==> config.mk <==
export PLATFORM = sky130hd
export DESIGN_NAME = mem_bus_responder
export DESIGN_NICKNAME = d
export VERILOG_FILES = /design/src/rtl/cpu_types_pkg.sv /design/src/rtl/mem_bus_responder_wait_state_calc.sv /design/src/rtl/mem_bus_responder.sv
export SDC_FILE = /design/constraint.sdc
export NUM_CORES = 1
export LEC_CHECK = 0
export CAP_MARGIN = 20
export CORE_MARGIN = 2
export CORE_UTILIZATION = 30
export CTS_CLUSTER_DIAMETER = 80
export DETAILED_ROUTE_END_ITERATION = 10
export GPL_TIMING_DRIVEN = 1
export PLACE_DENSITY_LB_ADDON = 0.25
export SYNTH_ARGS = -nofsm -noshare
export SYNTH_HDL_FRONTEND = slang
export SYNTH_SLANG_ARGS = --single-unit
==> constraint.sdc <==
create_clock -name clk -period 4.95 [get_ports clk]
set_input_delay 0.7425 -clock clk [delete_from_list [all_inputs] [get_ports clk]]
set_output_delay 0.7425 -clock clk [all_outputs]
set_load 0.01 [all_outputs]
==> src/rtl/cpu_types_pkg.sv <==
// Shared CPU-side types for the memory bus responder.
// Access sizes, GBA regions and wait-state tables.
package cpu_types_pkg;

  typedef enum logic [1:0] {
    SZ_BYTE = 2'd0,
    SZ_HALF = 2'd1,
    SZ_WORD = 2'd2
  } access_size_t;

  typedef enum logic [3:0] {
    RG_BIOS     = 4'd0,
    RG_UNMAPPED = 4'd1,
    RG_EWRAM    = 4'd2,
    RG_IWRAM    = 4'd3,
    RG_IO       = 4'd4,
    RG_PAL      = 4'd5,
    RG_VRAM     = 4'd6,
    RG_OAM      = 4'd7,
    RG_WS0      = 4'd8,
    RG_WS1      = 4'd9,
    RG_WS2      = 4'd10,
    RG_SRAM     = 4'd11
  } mem_region_t;

  // Non-sequential wait table {4,3,2,8}, entry i at bits [4i+3:4i].
  localparam logic [15:0] N_WAIT_TAB = {4'd8, 4'd2, 4'd3, 4'd4};

  function automatic logic [3:0] n_wait(input logic [1:0] sel);
    return N_WAIT_TAB[{sel, 2'b00} +: 4];
  endfunction

  function automatic mem_region_t region_of(input logic [3:0] nib);
    mem_region_t r;
    unique case (nib)
      4'h0: r = RG_BIOS;
      4'h1: r = RG_UNMAPPED;
      4'h2: r = RG_EWRAM;
      4'h3: r = RG_IWRAM;
      4'h4: r = RG_IO;
      4'h5: r = RG_PAL;
      4'h6: r = RG_VRAM;
      4'h7: r = RG_OAM;
      4'h8, 4'h9: r = RG_WS0;
      4'hA, 4'hB: r = RG_WS1;
      4'hC, 4'hD: r = RG_WS2;
      default: r = RG_SRAM;
    endcase
    return r;
  endfunction

  function automatic logic [31:0] bytes_of(input access_size_t sz);
    logic [31:0] b;
    unique case (sz)
      SZ_BYTE: b = 32'd1;
      SZ_HALF: b = 32'd2;
      default: b = 32'd4;
    endcase
    return b;
  endfunction

  function automatic logic is_rom(input mem_region_t r);
    return (r == RG_WS0) || (r == RG_WS1) ||
           (r == RG_WS2) || (r == RG_SRAM);
  endfunction

endpackage

==> src/rtl/mem_bus_responder_wait_state_calc.sv <==
// Wait-state lookup from region, N/S flag and WAITCNT.
// Purely combinational; W never exceeds 8.
module wait_state_calc
  import cpu_types_pkg::*;
#(
  parameter int EWRAM_WAIT = 2
) (
  input  mem_region_t region,
  input  logic        seq,
  input  logic [15:0] waitcnt,
  output logic [3:0]  w
);

  logic unused_waitcnt_hi;
  assign unused_waitcnt_hi = ^waitcnt[15:11];

  // Map region and access type to a wait count
  always_comb begin
    w = '0;
    unique case (region)
      RG_EWRAM: w = 4'(EWRAM_WAIT);
      RG_WS0: begin
        if (seq) w = waitcnt[4] ? 4'd1 : 4'd2;
        else     w = n_wait(waitcnt[3:2]);
      end
      RG_WS1: begin
        if (seq) w = waitcnt[7] ? 4'd1 : 4'd4;
        else     w = n_wait(waitcnt[6:5]);
      end
      RG_WS2: begin
        if (seq) w = waitcnt[10] ? 4'd1 : 4'd8;
        else     w = n_wait(waitcnt[9:8]);
      end
      RG_SRAM: w = n_wait(waitcnt[1:0]);
      default: w = '0;
    endcase
  end

endmodule

==> src/rtl/mem_bus_responder.sv <==
// Memory-side responder for core bus requests.
// Region decode, wait states, lane steering, read format.
module mem_bus_responder
  import cpu_types_pkg::*;
#(
  parameter int EWRAM_WAIT = 2
) (
  input  logic         clk,
  input  logic         reset,
  input  logic         req_valid,
  input  logic         req_write,
  input  logic [31:0]  req_addr,
  input  access_size_t req_size,
  input  logic [31:0]  req_wdata,
  input  logic [15:0]  waitcnt,
  output logic         busy,
  output logic         resp_valid,
  output logic [31:0]  resp_rdata,
  output logic         mem_en,
  output logic         mem_we,
  output logic [31:0]  mem_addr,
  output logic [3:0]   mem_be,
  output logic [31:0]  mem_wdata,
  input  logic [31:0]  mem_rdata
);

  typedef enum logic {
    S_IDLE,
    S_WAIT
  } state_t;

  state_t       state;
  logic [3:0]   cnt;

  mem_region_t  req_region;
  logic         accept;
  logic         mapped;
  logic         seq;
  logic [3:0]   w;

  logic         last_valid;
  logic [31:0]  last_addr;
  mem_region_t  last_region;

  logic [1:0]   lat_lane;
  access_size_t lat_size;
  logic         lat_unmapped;
  logic         cap_now;
  logic [31:0]  hold;

  logic [31:0]  rd_src;
  logic [63:0]  rd_rot;

  assign req_region = region_of(req_addr[27:24]);
  assign mapped     = req_region != RG_UNMAPPED;
  assign accept     = (state == S_IDLE) && req_valid && !reset;

  assign seq = resp_valid && last_valid &&
               is_rom(req_region) &&
               (req_region == last_region) &&
               (req_addr == last_addr + bytes_of(req_size)) &&
               (req_addr[16:0] != 17'd0);

  wait_state_calc #(
    .EWRAM_WAIT(EWRAM_WAIT)
  ) u_wsc (
    .region (req_region),
    .seq    (seq),
    .waitcnt(waitcnt),
    .w      (w)
  );

  assign mem_en   = accept && mapped;
  assign mem_we   = mem_en && req_write;
  assign mem_addr = {req_addr[31:2], 2'b00};

  // Steer store data onto byte lanes
  always_comb begin
    mem_be    = 4'b1111;
    mem_wdata = req_wdata;
    unique case (req_size)
      SZ_BYTE: begin
        mem_be    = 4'b0001 << req_addr[1:0];
        mem_wdata = {4{req_wdata[7:0]}};
      end
      SZ_HALF: begin
        mem_be    = req_addr[1] ? 4'b1100 : 4'b0011;
        mem_wdata = {2{req_wdata[15:0]}};
      end
      default: begin
        mem_be    = 4'b1111;
        mem_wdata = req_wdata;
      end
    endcase
  end

  // Request FSM: accept, count wait states, pulse response
  always_ff @(posedge clk) begin
    if (reset) begin
      state       <= S_IDLE;
      cnt         <= '0;
      busy        <= 1'b0;
      resp_valid  <= 1'b0;
      last_valid  <= 1'b0;
      last_addr   <= '0;
      last_region <= RG_BIOS;
    end else begin
      resp_valid <= 1'b0;
      unique case (state)
        S_IDLE: begin
          if (accept) begin
            last_valid  <= 1'b1;
            last_addr   <= req_addr;
            last_region <= req_region;
            if (w == 4'd0) begin
              resp_valid <= 1'b1;
            end else begin
              state <= S_WAIT;
              cnt   <= w;
              busy  <= 1'b1;
            end
          end
        end
        S_WAIT: begin
          cnt <= cnt - 4'd1;
          if (cnt == 4'd1) begin
            state      <= S_IDLE;
            busy       <= 1'b0;
            resp_valid <= 1'b1;
          end
        end
        default: state <= S_IDLE;
      endcase
    end
  end

  // Latch request attributes and capture read data
  always_ff @(posedge clk) begin
    if (reset) begin
      lat_lane     <= '0;
      lat_size     <= SZ_BYTE;
      lat_unmapped <= 1'b0;
      cap_now      <= 1'b0;
      hold         <= '0;
    end else begin
      cap_now <= accept && mapped && !req_write;
      if (cap_now) hold <= mem_rdata;
      if (accept) begin
        lat_lane     <= req_addr[1:0];
        lat_size     <= req_size;
        lat_unmapped <= !mapped;
      end
    end
  end

  assign rd_src = cap_now ? mem_rdata : hold;
  assign rd_rot = {rd_src, rd_src} >> {lat_lane, 3'b000};

  // Format load data: lane select or ARM word rotation
  always_comb begin
    resp_rdata = rd_rot[31:0];
    if (lat_unmapped) begin
      resp_rdata = hold;
    end else begin
      unique case (lat_size)
        SZ_BYTE: resp_rdata = {24'd0, rd_rot[7:0]};
        SZ_HALF: resp_rdata = lat_lane[1] ?
                              {16'd0, rd_src[31:16]} :
                              {16'd0, rd_src[15:0]};
        default: resp_rdata = rd_rot[31:0];
      endcase
    end
  end

endmodule

# Word level (Yosys, flattened, before mapping)
# Memory sizes are Yosys's and may differ from the RTL's.
# Index checks and enable logic that the tools add are counted.
dict set report op_classes {
  n_mux 30
  add_sub_neg 2
  n_eq_ne 14
  shift 6
  bitwise 1
  reduce_logical 23
}
# operator count
set op_table {}
lappend op_table {{$pmux W32 S2} 2}
lappend op_table {{$mux W32} 2}
lappend op_table {{$shiftx A16 B5 Y4 const A} 4}
lappend op_table {{$shr A64 B5 Y32} 1}
lappend op_table {{$add A32 B32 Y32} 1}
lappend op_table {{$eq A32 B32 Y1} 1}
lappend op_table {{$mux W4} 7}
lappend op_table {{$pmux W4 S5} 1}
lappend op_table {{$reduce_bool A17 Y1} 1}
lappend op_table {{$eq A4 B4 Y1 const B} 4}
lappend op_table {{$mux W16} 1}
lappend op_table {{$pmux W4 S2} 2}
lappend op_table {{$logic_and A1 B1 Y1} 10}
lappend op_table {{$mux W1} 9}
lappend op_table {{$pmux W1 S2} 3}
lappend op_table {{$pmux W3 S2} 1}
lappend op_table {{$eq A2 B1 Y1 const B} 2}
lappend op_table {{$eq A4 B1 Y1 const B} 1}
lappend op_table {{$eq A4 B2 Y1 const B} 1}
lappend op_table {{$eq A4 B4 Y1} 1}
lappend op_table {{$logic_not A2 Y1} 2}
lappend op_table {{$logic_not A4 Y1} 1}
lappend op_table {{$ne A2 B2 Y1 const B} 2}
lappend op_table {{$ne A4 B1 Y1 const B} 1}
lappend op_table {{other kinds (10)} 15}
dict set report word_totals {
  word_cells 89
  rom_bits 64
  n_memories 1
  input_bits 118
  reg_bits 82
}
# name words width read_ports rd_ports_with_merged_regs write_ports line
set memory_table {}
lappend memory_table {{(name not given)} 16 4 1 0 0 cpu_types_pkg.sv:35} ;# unique case (nib)

# Longest topological paths before layout
# An unclocked memory read counts as a cell.
dict set report logic_depth {
  word_depth 15
  ltp_mapped 12
  ltp_nobuf 12
}

# By module
# A second synthesis with hierarchy kept.
dict set report unflattened {
  hier_cells 848
  hier_area_um2 6964.2
}
# module cells_each instances seq_area_each_um2 area_each_um2
set modules_own_cells {}
lappend modules_own_cells {mem_bus_responder 793 1 1621.6 6517.5}
lappend modules_own_cells {wait_state_calc 55 1 0.0 446.7}

# Worst setup path before layout
# No wires, ideal clock.
dict set report synth_path {
  path_type {input port to flip-flop}
  startpoint {input port req_size[1]}
  endpoint {register cnt[2]}
  required_time_ns 4.834
  slack_ns 0.539
  n_path_buf 0
  t_arrival_ns 4.295
  path_stages 12
  cell_sequence {nor2_1 -> ha_1 -> fa_1 -> a21oi_4 -> or3_4 -> or4b_1 -> a31oi_1 -> o221ai_4 -> nor4_4 -> mux2_4 -> or2_4 -> a41o_1}
}
dict set report synth_between {
  elab_chain_len 11
}
# item line
set synth_rtl {}
lappend synth_rtl {{from (decl)} mem_bus_responder.sv:13} ;# input access_size_t req_size,
lappend synth_rtl {{$eq A2 B1 Y1 or $logic_not A2 Y1 (tied branches)} cpu_types_pkg.sv:54} ;# unique case (sz)
lappend synth_rtl {{$pmux W3 S2 (*)} cpu_types_pkg.sv:54}
lappend synth_rtl {{$add A32 B32 Y32 (*)} mem_bus_responder.sv:61} ;# (req_addr == last_addr + bytes_of(req_size)) &&
lappend synth_rtl {{$eq A32 B32 Y1 (*)} mem_bus_responder.sv:61}
lappend synth_rtl {{$logic_and A1 B1 Y1 (*)} mem_bus_responder.sv:60} ;# (req_region == last_region) &&
lappend synth_rtl {{$logic_and A1 B1 Y1 (*)} mem_bus_responder.sv:61}
lappend synth_rtl {{$mux W4 (on tied branches)} {mem_bus_responder_wait_state_calc.sv:31, mem_bus_responder_wait_state_calc.sv:23, mem_bus_responder_wait_state_calc.sv:27}}
lappend synth_rtl {{$pmux W4 S5 (*)} mem_bus_responder_wait_state_calc.sv:20} ;# unique case (region)
lappend synth_rtl {{$logic_not A4 Y1 or $mux W4 (tied branches)} mem_bus_responder.sv:115} ;# if (w == 4'd0) begin
lappend synth_rtl {{$ne A2 B2 Y1 (no source line) or $mux W4 (tied branches)} n/a}
lappend synth_rtl {{$reduce_and A2 Y1 (no source line) or $pmux W4 S2 (tied branches)} n/a}
lappend synth_rtl {{to (signal assigned)} mem_bus_responder.sv:119} ;# cnt <= w;
lappend synth_rtl {{to (signal assigned)} mem_bus_responder.sv:125} ;# cnt <= cnt - 4'd1;
lappend synth_rtl {{to (decl)} mem_bus_responder.sv:33} ;# logic [3:0] cnt;
# Mark *: on every way between the ends. The rest lies on a longest branch, timed or not. The select of a mux whose other input is x is not followed.
# A chain may end at the register's enable or synchronous reset.

# Worst setup path after layout
# Same ends and word-level chain as after synthesis.

==> results.toml <==
[sta]
timing.hold.ws_ps = 456.1
worst_pin_slew_ps = 929.9
setup_viol = 0
fin_skew_ps = 16.20
slew_headroom = 0.3744
fin_crit_sh = 0.9256
period_needed_ps = 4582
finalHoldViolations = 0
rsz0062_at_grt = "false"
final_max_slew_viol_count = 0
fin_tns_setup_ps = 0
fmax_mhz = 218.3

[synthesis]
netlist.top_cell.by_area = "dfxtp_1"
synth-xor-area-share = 0.04612
yosysWarnings = 0
synth_cells = 885
synth_simple_gate_area_frac = 0.2152
ys_seq_area_frac = 0.2247
synth_compound_area_frac = 0.1593
ys_types = 80
synth_edf_count = 0
postSynthAreaPerCell_sq_um = 8.155
netlist_area_sq_um = 7217
synth-seq-cells = 81
synthMuxAreaShare = 0.2377
yosys_most_used_dff = "dfxtp_1"
synth-adder-area-share = 0.03225
synth.area.top_cells = "dfxtp_1 (22%), mux2i_1 (10%), mux4_2 (8.4%)"
synth_top_area_frac = 0.2247
synth_top_family_by_area = "multiplexers"
ys_async_sr_fraction = 0

[clock_network]
cts-hold-fix-buffers = 0
clk_latency_ps = 350
post_cts_buffers = 0
cts_tree = "done"
h-tree-depth = 3
clk_pin_slew_ps = 70
cts.sinks = 81
cts_buffers = 9
root_buffer = "clkbuf_16"
cts-resized-gates = 0
ctsLongestPathBuffers = 2

[floorplanning]
start_util = 0.3065
io_pins = 222
die_y_um = 159.1
fp-row-count = 56
die_w_um = 159.1
dieArea_sq_um = 25310
coreArea_sq_um = 23540

[worst_setup_path]
cpPeakStageDelay_ps = 490
endpoint_kind = "flop"
crit_arrival_ps = 4810
slowest_stage = "clkdlybuf4s50_1"
path_cells = "clkdlybuf4s50_1, nor2_1, ha_1, fa_1, a21oi_4, buf_4, or3_4, or4b_1, a31oi_1, o221ai_4, nor4_4, mux2_4, or2_4, a41o_1"
cp_max_fo = 6
critPathRequiredTime_ps = 5180
worst_r2r_startpoint = "last_addr[0]"
setup.worst_path.start = "req_size[1]"
start_kind = "input pin"
worstSetupPathType = "input pin to flop"

[cells_and_area]
final_nets = 1165
area_growth_syn_to_layout_pct = 34.19
n_antenna_cell = 0
fill_cells = 2436
drive_above_1_share = 0.1161
fin_area_sq_um = 9684

[drt]
drc = 0
drtPass1Iterations = 4
drt-wirelength-per-cell_um = 16.25
wl_mm = 21.98
drtIter0Drc = 444
viasPerCell = 5.050
ant_nets = 0
dr_total_vias = 6833

[global_route]
grt_max_degree = 72
grt_pass1_vias = 6616
grtUsageTotal = 0.1708
overflow = 0
antenna_found_initial = 0
grt_pass1_wl_mm = 35.73

[flow_run]
maxCapViolCount = 0

[worst_hold_path]
hold_path_class = "flop to flop"
min_from = "last_region[2]"

[run_status]
status = "completed"

[placed_design]
place_area_sq_um = 9379
dp_hpwl_mm = 16.61
port_buffers = 214
place_congestion = 0.8434

[power_and_ir_drop]
leakage_nw = 3.398
vdd.ir_drop.worst_v = 0.0001536
power_density_nw_per_um2 = 221.7
logic make-up after synthesis:
kind of cell               count (synthesis)
AOI/OAI and AO/OA                        181
xor gates and xnor gates                  38
adders and majority gates                 18
buffers and inverters                    118
DFF                                       81
muxes                                    133
other                                      1
and+or+nand+nor                          315
report_power, final:
| group | internal, mW | total, mW | switching (mW) |
|---|---|---|---|
| clock | 0.409 | 0.699 | 0.290 |
| sequential | 0.701 | 0.773 | 0.0717 |
| combinational | 0.353 | 0.675 | 0.322 |
cell usage in the layout (no fill, tap or decap), types with 8 or more instances in the layout:
| cell | Yosys | routed |
|---|---|---|
| nand4_1 | 13 | 13 |
| a22oi_1 | 9 | 9 |
| dfxtp_1 | 81 | 79 |
| mux2i_1 | 72 | 72 |
| clkbuf_16 | 0 | 9 |
| a22o_1 | 8 | 8 |
| xnor2_1 | 21 | 21 |
| inv_1 | 15 | 15 |
| mux2_2 | 33 | 33 |
| ha_1 | 17 | 17 |
| xor2_1 | 17 | 17 |
| buf_4 | 40 | 19 |
| a21oi_1 | 26 | 26 |
| nand2_1 | 134 | 134 |
| clkdlybuf4s50_1 | 0 | 213 |
| nor2_1 | 64 | 64 |
| nand3_1 | 23 | 23 |
| o21ai_0 | 83 | 83 |
| mux4_2 | 27 | 27 |
critical path, delay by kind of cell:
family,cells,cell delay (ps)
fa+ha+maj,2,480
compound gates,4,870
simple gates,5,1680
mux,1,360
buf+inv,2,650
stage by stage:
stage / worst slack [ps] / cells / util / power [mW]
final: 368.4 / 1353 / 0.4114 / 2.147
after global routing: 63.35 / 1353 / 0.4114 / 2.274
after CTS: 358.3 / 1353 / 0.4114 / 2.171
after detailed placement: 18.99 / 1337 / 0.3984 / 1.464
after global placement: 115.3 / 1337 / 0.3984 / 1.458
after floorplan: 539.2 / 886 / - / 1.174
layout make-up:
type                            instances  area (sq um)  area share
Timing Repair Buffer                  234          2300      0.2375
Clock inverter                          5         62.56    0.006460
Clock buffer                           11         242.7     0.02506
Inverter                               16         60.06    0.006202
Tap cell                              319         399.1     0.04121
Multi-Input combinational cell        687          4996      0.5159
Sequential cell                        81          1624      0.1677
metal layers:
layer  vias up  part of all wire  GRT usage
met5         -                 0          0
met4         0             0.017    0.04298
met3        21             0.055    0.03256
met2       179              0.48     0.2883
met1      3178              0.45     0.2244
li1       3455                 -          -
sequential cells by signal, summed over array words and instances (netlist names):
register,count
lat_size,2
cap_now,1
cnt,4
last_valid,1
last_addr,32
resp_valid,1
hold,32
lat_unmapped,1
state,1
last_region,3
lat_lane,2
busy,1
synth_stat cells (7+ instances only):
| library cell | number |
|---|---|
| xnor2_1 | 21 |
| inv_1 | 15 |
| nand2_1 | 134 |
| and4_1 | 7 |
| buf_4 | 40 |
| clkbuf_1 | 46 |
| nand3_1 | 23 |
| and3_1 | 7 |
| a211oi_1 | 7 |
| mux4_2 | 27 |
| nor3_1 | 8 |
| mux2_2 | 33 |
| dfxtp_1 | 81 |
| ha_1 | 17 |
| a22o_1 | 8 |
| nor2_1 | 64 |
| buf_1 | 11 |
| a21oi_1 | 26 |
| xor2_1 | 17 |
| o21ai_0 | 83 |
| mux2i_1 | 72 |
| a22oi_1 | 9 |
| nand4_1 | 13 |
| nor4_1 | 7 |
worst paths after layout:
| kind | depth (start not counted) | endpoint | slack [ps] |
|---|---|---|---|
| max | 14 | cnt[2] | 370 |
| min | 2 | last_region[2] | 460 |
| max reg2reg | 12 | cnt[2] | 1160 |
| min reg2reg | 2 | last_region[2] | 460 |
(Power assumes the default switching activity.)
==> RTL change, RTL diff (config.mk and constraints unchanged) <==
Make the reset (`reset`) asynchronous in 2 clocked blocks.
--- a/src/rtl/mem_bus_responder.sv
+++ b/src/rtl/mem_bus_responder.sv
@@ -96,5 +96,5 @@
 
   // Request FSM: accept, count wait states, pulse response
-  always_ff @(posedge clk) begin
+  always_ff @(posedge clk or posedge reset) begin
     if (reset) begin
       state       <= S_IDLE;
@@ -136,5 +136,5 @@
 
   // Latch request attributes and capture read data
-  always_ff @(posedge clk) begin
+  always_ff @(posedge clk or posedge reset) begin
     if (reset) begin
       lat_lane     <= '0;
Behaviour: differs if reset is asserted again (counterexample within 4 cycles, from zero or initial values and one cycle with reset high); with reset held inactive, the same outputs for 4 cycles.
==> RTL change against the original RTL <==
- first-iteration DRC count fell by 22%
- area after synthesis shrank 2.4%
- sequential cell count unchanged
- wire length decreased by 3.7%
- highest routed layer unchanged
- sequential share of layout area is 4.3 points higher
- cell area decreased by 0.81%
- worst setup slack better by 0.32 ns
Power is not compared: it rests on default switching activity, and its combinational part moved more than twofold at a synthesized area within 25%.
==> RTL change: results (changes against the original RTL) <==
sta:
  period_minus_slack_ns: 4.26  # was 4.58 ns
  slew_headroom: 0.323  # was 0.374
  whs_ns: 0.467  # was 0.456 ns
  fin_skew_ns: 0.0100  # was 0.0162 ns
layout:
  fillers: 2363  # was 2,436
  insertedDiodeCount: 0  # unchanged
  finalNetCount: 1079  # was 1,165
  seqCellArea_um2: 2030  # was 1620 um2
  largestRegisters: "hold: 32 flops, last_addr: 32 flops, cnt: 4 flops"  # unchanged
  final_layout_size_suffix_gt1_frac: 0.139  # was 0.116
setup_path:
  ff2ff_path_depth: 10  # was 12
  cp.arrival_ns: 4.50  # was 4.81 ns
  cp-startpoint: "req_size[0]"  # was req_size[1]
  r2r-start: "last_addr[2]$_DFFE_PP0P_"  # was last_addr[0]$_SDFFE_PP0P_
  rr_endpoint: "cnt[3]$_DFFE_PP0P_"  # was cnt[2]$_SDFFE_PP0P_
  crit_fanout: 7  # was 6
  critPathMaxStageDelay_ns: 0.68  # was 0.49 ns
  critPathTopFamily: "compound AO/OA/AOI/OAI gates"  # was simple AND/OR/NAND/NOR gates
  reg2reg_slack_ns: 1.44  # was 1.16 ns
  endpoint_kind: "register"  # unchanged
route:
  vias: 6409  # was 6,833
  wl_met2_um: 9930  # was 10,500 um
  dr.pass1.iters: 5  # was 4
  wl_met1_um: 9520  # was 9890 um
  dr_wl_met3_um: 1530  # was 1210 um
  drt_iter0_drc: 346  # was 444
  avgRoutedWirePerCell_um: 16.7  # was 16.2 um
  viasPerCell: 5.06  # was 5.05
grt:
  grt.total_usage: 0.169  # was 0.171
  grt_first_pass_wirelength_um: 32800  # was 35,700 um
  grt_pass1_vias: 6174  # was 6,616
  grt_start_max_net_pins: 50  # was 72
placement:
  place_congestion: 0.823  # was 0.843
  place_ws_ns: 0.329  # was 0.0190 ns
  placed_cells_incl_taps: 1250  # was 1,337
  hpwl_um: 15800  # was 16,600 um
  placed_cell_area_um2: 9260  # was 9380 um2
  io_buffer_count: 214  # unchanged
hold_path:
  hold_depth: 1  # was 2
  min_to: "last_valid$_DFFE_PP0P_"  # was last_region[2]$_SDFFE_PP0P_
  min_from: "last_valid$_DFFE_PP0P_"  # was last_region[2]$_SDFFE_PP0P_
clocking:
  clockRootBuffer: "clkbuf_16"  # unchanged
  clk_latency_ns: 0.35  # about the same
synthesis:
  synthTopCellsByCount: "147 x nand2_1, 81 x dfrtp_1, 65 x mux2_2"  # was 134 x nand2_1, 83 x o21ai_0, 81 x dfxtp_1
  async_flop_share: 1.00  # was 0
  synth_area_leaders: "dfrtp_1 29%, mux2_2 10%, nand2_1 7.8%, mux2i_1 7.1%, mux4_2 5.4%"  # was dfxtp_1 22%, mux2i_1 10%, mux4_2 8.4%, nand2_1 7.0%, o21ai_0 5.8%
  synth_cell_type_count: 69  # was 80
  syn_avg_cell_area_um2: 8.98  # was 8.15 um2
  ys_seq_area_frac: 0.288  # was 0.225
run_status:
  status: "finished clean"  # unchanged
power:
  p_total_uw: 5070
[RTL change: logic make-up (layout without fill, tap and decap cells)]
kind of cell	Yosys count	count (layout)	share of synthesized area
fa+ha+maj	18	18	0.0330
other cells	1	2	0.000532
simple gates	280	280	0.194
compound gates	124	124	0.125
mux	133	133	0.231
buf+inv	109	272	0.0803
flops	81	81	0.288
xor+xnor	38	38	0.0473
[RTL change: worst register-to-register path: cells and delay by family (launching register included)]
family,cells,cell delay (ns)
AO/OA/AOI/OAI,6,1.67
AND/OR/NAND/NOR,3,0.97
flip-flops,1,0.38
adder cells (fa/ha/maj),1,0.37
[RTL change: area by class of cell]
type                    instances  area share
clock buffers                  10      0.0249
multi-input cells             595       0.464
flip-flops and latches         81       0.211
well taps                     319      0.0416
clock inverters                 6     0.00951
repair buffers                234       0.240
inverters                      22     0.00873
[RTL change: metal layers]
metal / global-route usage / vias up
met2: 0.281 / 240
met5: 0 / -
li1: - / 3106
met4: 0.0355 / 0
met1: 0.224 / 3050
met3: 0.0385 / 13
